<file path="config.mk">
export PLATFORM = sky130hd
export DESIGN_NAME = mdu_unit
export DESIGN_NICKNAME = d
export VERILOG_FILES = /design/src/rtl/rv32i_types_pkg.sv /design/src/rtl/mdu_sign_fixup.sv /design/src/rtl/mdu_unit.sv
export SDC_FILE = /design/constraint.sdc
export NUM_CORES = 1
export LEC_CHECK = 0
export ABC_AREA = 1
export CAP_MARGIN = 20
export CORE_MARGIN = 2
export CORE_UTILIZATION = 45
export DETAILED_ROUTE_END_ITERATION = 10
export SLEW_MARGIN = 5
export SYNTH_ARGS = -nofsm -noshare
export SYNTH_HDL_FRONTEND = slang
export SYNTH_SLANG_ARGS = --single-unit
</file>
<file path="constraint.sdc">
create_clock -name clk -period 5.7 [get_ports clk]
set_input_delay 1.14 -clock clk [delete_from_list [all_inputs] [get_ports clk]]
set_output_delay 1.14 -clock clk [all_outputs]
set_load 0.02 [all_outputs]
</file>
<file path="src/rtl/rv32i_types_pkg.sv">
// Shared M-extension types: op encodings, MDU FSM states, result bundle.
// Operand signedness helpers used by the MDU issue decode.
package rv32i_types;

    localparam int MDU_XLEN     = 32;
    localparam int MDU_ROB_ID_W = 5;

    typedef enum logic [2:0] {
        OP_MUL    = 3'd0,
        OP_MULH   = 3'd1,
        OP_MULHSU = 3'd2,
        OP_MULHU  = 3'd3,
        OP_DIV    = 3'd4,
        OP_DIVU   = 3'd5,
        OP_REM    = 3'd6,
        OP_REMU   = 3'd7
    } mdu_op_t;

    typedef enum logic [1:0] {
        IDLE = 2'd0,
        BUSY = 2'd1,
        DONE = 2'd2
    } mdu_state_t;

    typedef struct packed {
        logic [MDU_ROB_ID_W-1:0] rob_id;
        logic [MDU_XLEN-1:0]     data;
    } mdu_out_t;

    function automatic logic op_a_signed(input mdu_op_t op);
        return op inside {OP_MULH, OP_MULHSU, OP_DIV, OP_REM};
    endfunction

    function automatic logic op_b_signed(input mdu_op_t op);
        return op inside {OP_MULH, OP_DIV, OP_REM};
    endfunction

endpackage

</file>
<file path="src/rtl/mdu_sign_fixup.sv">
// Conditional two's-complement negate: magnitude in, signed value out.
// Serves both operand magnitude extraction and result sign restore.
module mdu_sign_fixup #(
    parameter int W = 32
) (
    input  logic [W-1:0] mag,
    input  logic         neg,
    output logic [W-1:0] res
);

    assign res = neg ? (~mag + W'(1)) : mag;

endmodule

</file>
<file path="src/rtl/mdu_unit.sv">
// Iterative RV M-extension unit: radix-2 multiply, optional restoring divide.
// Divider datapath present only when MDU_DIV_EN is defined.
module mdu_unit
    import rv32i_types::*;
#(
    parameter  int XLEN     = 32,
    parameter  int ROB_ID_W = 5,
    localparam int CNT_W    = $clog2(XLEN) + 1
) (
    input  logic                clk,
    input  logic                rst,
    input  logic                flush,
    input  logic                in_valid,
    output logic                in_ready,
    input  logic [2:0]          in_funct3,
    input  logic [XLEN-1:0]     in_rs1_v,
    input  logic [XLEN-1:0]     in_rs2_v,
    input  logic [ROB_ID_W-1:0] in_rob_id,
    output logic                out_valid,
    input  logic                out_ready,
    output logic [ROB_ID_W-1:0] out_rob_id,
    output logic [XLEN-1:0]     out_data
);

    localparam logic [CNT_W-1:0] CNT_LAST = CNT_W'(XLEN - 1);

    typedef struct packed {
        logic [ROB_ID_W-1:0] rob_id;
        logic [XLEN-1:0]     data;
    } out_t;

    mdu_state_t          state;
    mdu_op_t             op_q;
    mdu_op_t             in_op;
    logic [XLEN-1:0]     hi_q, lo_q, b_q;
    logic [ROB_ID_W-1:0] rob_q;
    logic [CNT_W-1:0]    cnt_q;
    logic                neg_q;
    logic                spec_q;
    logic                out_valid_q;
    out_t                out_q;

    logic                a_sgn, b_sgn;
    logic [XLEN-1:0]     a_mag, b_mag;
    logic                special;
    logic [XLEN-1:0]     spec_data;
    logic [XLEN:0]       mul_sum;
    logic [XLEN-1:0]     mul_hi, mul_lo;
    logic [XLEN-1:0]     hi_nxt, lo_nxt;
    logic [2*XLEN-1:0]   prod;
    logic [XLEN-1:0]     mul_res;
    logic [XLEN-1:0]     fin_data;

    assign in_op     = mdu_op_t'(in_funct3);
    assign a_sgn     = op_a_signed(in_op) & in_rs1_v[XLEN-1];
    assign b_sgn     = op_b_signed(in_op) & in_rs2_v[XLEN-1];
    assign in_ready  = (state == IDLE) && !flush && !rst;
    assign out_valid = out_valid_q;
    assign out_rob_id = out_q.rob_id;
    assign out_data  = out_q.data;

    mdu_sign_fixup #(.W(XLEN)) u_fix_a (
        .mag (in_rs1_v),
        .neg (a_sgn),
        .res (a_mag)
    );

    mdu_sign_fixup #(.W(XLEN)) u_fix_b (
        .mag (in_rs2_v),
        .neg (b_sgn),
        .res (b_mag)
    );

    // One shift-add step; the adder carry becomes the new product MSB.
    assign mul_sum = {1'b0, hi_q} + {1'b0, (lo_q[0] ? b_q : {XLEN{1'b0}})};
    assign mul_hi  = mul_sum[XLEN:1];
    assign mul_lo  = {mul_sum[0], lo_q[XLEN-1:1]};

    mdu_sign_fixup #(.W(2*XLEN)) u_fix_p (
        .mag ({hi_q, lo_q}),
        .neg (neg_q),
        .res (prod)
    );

    assign mul_res = (op_q == OP_MUL) ? prod[XLEN-1:0]
                                      : prod[2*XLEN-1:XLEN];

`ifdef MDU_DIV_EN
    localparam logic [XLEN-1:0] INT_MIN = {1'b1, {(XLEN-1){1'b0}}};

    logic            neg_r_q;
    logic            div0, ovf;
    logic [XLEN:0]   r_sh, r_diff;
    logic            q_bit;
    logic [XLEN-1:0] div_hi, div_lo;
    logic [XLEN-1:0] quo, rem;

    always_comb begin
        div0 = in_funct3[2] && (in_rs2_v == '0);
        ovf  = ((in_op == OP_DIV) || (in_op == OP_REM))
            && (in_rs1_v == INT_MIN) && (&in_rs2_v);
        special = div0 | ovf;
        if (div0) begin
            spec_data = in_funct3[1] ? in_rs1_v : '1;
        end else begin
            spec_data = in_funct3[1] ? '0 : in_rs1_v;
        end
    end

    // Restoring step: remainder in hi, dividend shifts out of lo, quotient in.
    assign r_sh   = {hi_q, lo_q[XLEN-1]};
    assign r_diff = r_sh - {1'b0, b_q};
    assign q_bit  = ~r_diff[XLEN];
    assign div_hi = q_bit ? r_diff[XLEN-1:0] : r_sh[XLEN-1:0];
    assign div_lo = {lo_q[XLEN-2:0], q_bit};

    assign hi_nxt = op_q[2] ? div_hi : mul_hi;
    assign lo_nxt = op_q[2] ? div_lo : mul_lo;

    mdu_sign_fixup #(.W(XLEN)) u_fix_q (
        .mag (lo_q),
        .neg (neg_q),
        .res (quo)
    );

    mdu_sign_fixup #(.W(XLEN)) u_fix_r (
        .mag (hi_q),
        .neg (neg_r_q),
        .res (rem)
    );

    always_comb begin
        if (spec_q) begin
            fin_data = lo_q;
        end else if (op_q[2]) begin
            fin_data = op_q[1] ? rem : quo;
        end else begin
            fin_data = mul_res;
        end
    end

    always_ff @(posedge clk) begin
        if (rst) begin
            neg_r_q <= 1'b0;
        end else if (!flush && (state == IDLE) && in_valid) begin
            neg_r_q <= a_sgn;
        end
    end
`else
    assign special   = in_funct3[2];
    assign spec_data = '0;
    assign hi_nxt    = mul_hi;
    assign lo_nxt    = mul_lo;
    assign fin_data  = spec_q ? lo_q : mul_res;
`endif

    always_ff @(posedge clk) begin
        if (rst) begin
            state       <= IDLE;
            op_q        <= OP_MUL;
            hi_q        <= '0;
            lo_q        <= '0;
            b_q         <= '0;
            rob_q       <= '0;
            cnt_q       <= '0;
            neg_q       <= 1'b0;
            spec_q      <= 1'b0;
            out_valid_q <= 1'b0;
            out_q       <= '0;
        end else if (flush) begin
            state       <= IDLE;
            cnt_q       <= '0;
            out_valid_q <= 1'b0;
        end else begin
            unique case (state)
                IDLE: begin
                    if (in_valid) begin
                        op_q   <= in_op;
                        rob_q  <= in_rob_id;
                        cnt_q  <= '0;
                        hi_q   <= '0;
                        lo_q   <= special ? spec_data : a_mag;
                        b_q    <= b_mag;
                        neg_q  <= a_sgn ^ b_sgn;
                        spec_q <= special;
                        state  <= special ? DONE : BUSY;
                    end
                end
                BUSY: begin
                    hi_q  <= hi_nxt;
                    lo_q  <= lo_nxt;
                    cnt_q <= cnt_q + 1'b1;
                    if (cnt_q == CNT_LAST) begin
                        state <= DONE;
                    end
                end
                DONE: begin
                    // First DONE cycle applies the sign fixup into out_q.
                    if (!out_valid_q) begin
                        out_valid_q  <= 1'b1;
                        out_q.rob_id <= rob_q;
                        out_q.data   <= fin_data;
                    end else if (out_ready) begin
                        out_valid_q <= 1'b0;
                        state       <= IDLE;
                    end
                end
                default: state <= IDLE;
            endcase
        end
    end

endmodule

</file>
# Yosys cells after proc, flatten, opt, wreduce, memory -nomap -nowiden
# Index checks and enable logic that the tools add are counted.
dict set report totals {
  ff_bits 152
  input_bits 77
  output_inout_bits 39
  word_cells 72
}
dict set report op_classes {
  add_sub_neg 5
  n_eq_ne 11
  n_mux 21
  bitwise_logic 8
  reduce_logical 15
}
# cell n
set op_table {}
lappend op_table {{$mux W32} 8}
lappend op_table {{$pmux W32 S2} 2}
lappend op_table {{$add A32 B1 Y32 const B} 2}
lappend op_table {{$add A64 B1 Y64 const B} 1}
lappend op_table {{$mux W64} 1}
lappend op_table {{$not A32 Y32} 2}
lappend op_table {{$not A64 Y64} 1}
lappend op_table {{$add A32 B32 Y33} 1}
lappend op_table {{$pmux W6 S2} 1}
lappend op_table {{$mux W2} 5}
lappend op_table {{$reduce_and A3 Y1} 3}
lappend op_table {{$ne A2 B2 Y1 const B} 4}
lappend op_table {{$add A6 B1 Y6 const B} 1}
lappend op_table {{$eq A3 B3 Y1 const B} 2}
lappend op_table {{$eq A6 B5 Y1 const B} 1}
lappend op_table {{$mux W6} 1}
lappend op_table {{$pmux W2 S3} 1}
lappend op_table {{$reduce_and A4 Y1} 1}
lappend op_table {{$reduce_bool A4 Y1} 1}
lappend op_table {{$eq A3 B1 Y1 const B} 1}
lappend op_table {{$eq A3 B2 Y1 const B} 1}
lappend op_table {{$logic_not A3 Y1} 1}
lappend op_table {{$reduce_bool A3 Y1} 1}
lappend op_table {{$and A1 B1 Y1} 2}
lappend op_table {{other kinds (11)} 15}

# Longest topological paths before layout
dict set report logic_depth {
  ltp_word 7
  mapped_depth 17
  ltp_nobuf 15
}

# Cells and area by module
# A second synthesis with hierarchy kept.
dict set report hier_totals {
  cells_unflattened 2349
  area_unflattened_um2 13593.0
}
# mod instances cells_each area_per_inst_um2 seq_area_each_um2
set modules_own_cells {}
lappend modules_own_cells {mdu_unit 1 1397 8909.8 3022.9}
lappend modules_own_cells {{mdu_sign_fixup at u_fix_p} 1 498 2466.1 0.0}
lappend modules_own_cells {{mdu_sign_fixup at u_fix_a ...} 2 227 1108.6 0.0}

# Worst setup path before layout
# OpenSTA, ideal clock, no wires.
dict set report synth_timing {
  path_kind {input-to-output}
  start {input rst}
  end {output in_ready}
  arrival_ns 2.016
  required_ns 4.560
  setup_slack_ns 2.544
  cell_stages 4
  path_buffers 1
  cell_sequence {clkbuf_1 nor2_1 inv_1 nor3_1}
}
dict set report synth_via {
  elab_chain_cells 2
}
# element line_no
set synth_lines {}
lappend synth_lines {{from (decl)} mdu_unit.sv:11} ;# input logic rst,
lappend synth_lines {{$logic_not A1 Y1} mdu_unit.sv:57} ;# assign in_ready = (state == IDLE) && !flush && !rst;
lappend synth_lines {{$logic_and A1 B1 Y1} mdu_unit.sv:57}
lappend synth_lines {{to (decl)} mdu_unit.sv:14} ;# output logic in_ready,
# No other way between the ends.

# Final worst setup path
dict set report layout_timing {
  start {input flush}
  end {output in_ready}
}
dict set report layout_via {
  elab_chain_cells 3
}
# element line_no
set layout_lines {}
lappend layout_lines {{from (decl)} mdu_unit.sv:12} ;# input logic flush,
lappend layout_lines {{$logic_not A1 Y1} mdu_unit.sv:57}
lappend layout_lines {{$logic_and A1 B1 Y1 (2 in a row)} mdu_unit.sv:57}
# No other way between the ends.

==> run_results.csv <==
group,metric,value,unit
status,status,"complete, no violations",
placed_design,port_buffers,115,
finish,final_common_cell,"nand2_1",
cts,cts_buffers,17,
timing,rsz0062_at_grt,"no",
yosys,synth_area,12600,µm²
power,p_sw_share,35.3,%
cts,htree_levels,4,
timing,max_slew_margin,32.3,%
power,fin_total_pwr,3.13,mW
placed_design,dp_hpwl,35400,µm
finish,post-route-util,52.6,%
route,drtIter0Drc,1354,
floorplan,core_area,27600,µm²
timing,max_freq,0.244,GHz
worst_setup_path,crit_fanout,5,
floorplan,die_h,171,µm
yosys,synth_nets,2279,
grt,track_usage,31.8,%
job,cap_viol_max_count,0,
finish,final_cell_mix,"555 x nand2_1, 269 x nor2_1, 247 x a21oi_1",
placed_design,gp_congestion,0.942,
cts,clock-root-buffer,"clkbuf_16",
yosys,yosys_warnings,0,
yosys,syn_inst,2165,
grt,grt_overflow,0,
power,switching_power,1.11,mW
placed_design,dp_cells,2589,
worst_setup_path,cp.required,4.56,ns
grt,antenna_found_initial,0,
route,dr.pass1.iters,7,
floorplan,dieArea,29200,µm²
route,via_count,14600,
finish,syn2layout_area_growth,15.8,%
power,sequentialPowerShare,37.0,%
timing,fin_tns_setup,0,ns
cts,path_clk_slew,0.07,ns
floorplan,fp-row-count,61,
floorplan,fp.dieW,171,µm
min_path,holdPathStages,2,
grt,grt_pass1_wl,72300,µm
power,ir_drop,0.159,mV
timing,hold_viol_final,0,
finish,layoutNonFillerInstCount,2621,
timing,fin_skew,0.0180,ns
worst_setup_path,rr_worst_depth,14,
route,routed_via_density,5.56,
timing,setup_violations,0,
min_path,min_path_type,"register to register",
route,post_drt_wl_per_cell,17.7,µm
cts,clkLatencyLatePin,0.44,ns
grt,grt_pass1_vias,13500,
cts,post_cts_buffers,0,
worst_setup_path,endpoint_kind,"output port",
yosys,ys_seq_elements,151,
yosys,syn_avg_cell_area,5.80,µm²
floorplan,ios,116,
timing,post-route-min-period,4.09,ns
timing,fin_crit_sh,71.8,%
power,p_per_area,216,nW/µm²
power,combPwrFrac,24.4,%
power,p_clk_share,38.6,%
worst_setup_path,cp-start-kind,"input pin",
cts,clock_path_buffers,2,
route,postRouteAntennaNets,0,
worst_setup_path,path_class,"input pin to output port",
cts,cts_tree,"yes",
yosys,ys_seq_area_share,24.1,%
timing,tightestPinTransition,1.02,ns
route,drc,0,
yosys,synth_cell_type_count,50,
finish,antennaDiodeCount,0,
cts,cts_resized,0,
floorplan,start_util,45.4,%
finish,drive_gt1_share,4.55,%
power,p_int,2.03,mW
timing,holdWs,0.463,ns
cts,cts_sinks,151,
route,wirelength,46500,µm
grt,grt_start_max_net_pins,82,
timing,drv_slew,0,
cts,postCtsHoldBufs,0,
finish,fillers,3045,
finish,nNetsFinal,2344,
power,leakage,6.81,nW
worst_setup_path,crit_arrival,2.95,ns
[layer usage]
metal | track usage [%] | wire (µm)
met1 | 40.0 | 20000
met2 | 56.0 | 22600
met3 | 2.96 | 2190
met4 | 12.2 | 1680
met5 | 0 | 0
[final timing paths]
check,startpoint,end,slack [ns]
setup / recovery,flush,in_ready,1.61
hold / removal,out_data[12]$_SDFFE_PP0P_,out_data[12]$_SDFFE_PP0P_,0.46
setup reg to reg,lo_q[0]$_SDFFE_PP0P_,hi_q[29]$_SDFFE_PP0P_,2.39
hold reg to reg,out_data[12]$_SDFFE_PP0P_,out_data[12]$_SDFFE_PP0P_,0.46
[critical path, stage by stage]
cell	delay [ns]
clkdlybuf4s50_1	0.65
nor2_1	0.26
inv_1	0.13
nor3_1	0.14
clkdlybuf4s50_1	0.63
[state kept, by name, indices dropped and copies added (netlist names)]
name        cells
out_valid       1
rob_q           5
out_data       32
op_q            3
cnt_q           6
neg_q           1
lo_q           32
out_rob_id      5
state           2
b_q            32
hi_q           32
[cell families (layout without fill, tap and decap cells)]
group / after synthesis / after routing / share of synthesized area (%)
flops: 151 / 151 / 24.1
buf+inv: 333 / 411 / 10.4
xor+xnor: 25 / 25 / 1.74
simple gates: 1155 / 1155 / 40.0
compound gates: 464 / 464 / 20.1
fa+ha+maj: 37 / 37 / 3.75
[synthesized netlist by cell type (all sizes together)]
master   number  share of area, %
o21bai        3              0.27
a221oi        9              0.63
inv         251               7.5
dfxtp       151                24
o21a          8              0.48
o211ai       10              0.60
o21ai       161               6.7
o221ai        7              0.49
o2111ai       2              0.14
clkinv        3             0.090
a31oi         7              0.35
and3          2              0.10
a211oi        2              0.12
a21o          3              0.18
nor2        281               9.0
a21boi        4              0.24
fa            1              0.16
nand3b       19               1.1
xnor2         7              0.49
o31ai         1             0.060
nor3         22               1.1
nor3b         2              0.12
xor2         18               1.3
nand2       564                17
nand4        35               1.7
or2          11              0.55
buf          33               1.4
clkbuf       46               1.4
nor4          6              0.30
ha           36               3.6
a21oi       247               9.8
nand3       213               8.8
[per-stage QoR]
| step | worst slack (ns) | instance area [µm²] |
|---|---|---|
| floorplan | 2.54 | 12600 |
| global placement | 1.54 | 13900 |
| detailed placement | 1.58 | 13900 |
| CTS | 1.58 | 14500 |
| global route | 1.52 | 14500 |
| finish | 1.61 | 14500 |
[area by class of cell]
| cell class | count | area [µm²] | area share, % |
|---|---|---|---|
| clock buffers | 18 | 429 | 2.95 |
| clock inverters | 14 | 185 | 1.27 |
| inverters | 254 | 958 | 6.59 |
| multi-input cells | 1681 | 8240 | 56.7 |
| flip-flops and latches | 151 | 3020 | 20.8 |
| well taps | 378 | 473 | 3.25 |
| repair buffers | 125 | 1220 | 8.40 |
[power groups by stage]
| stage | sequential [mW] | clock (mW) | combinational [mW] |
|---|---|---|---|
| detailed placement | 1.18 | 0 | 0.752 |
| floorplan | 1.16 | 0 | 0.520 |
| global placement | 1.18 | 0 | 0.744 |
| global route | 1.16 | 1.27 | 0.855 |
| finish | 1.16 | 1.21 | 0.766 |
| CTS | 1.16 | 1.22 | 0.757 |
Note: power is estimated with default switching activity, not from simulation.
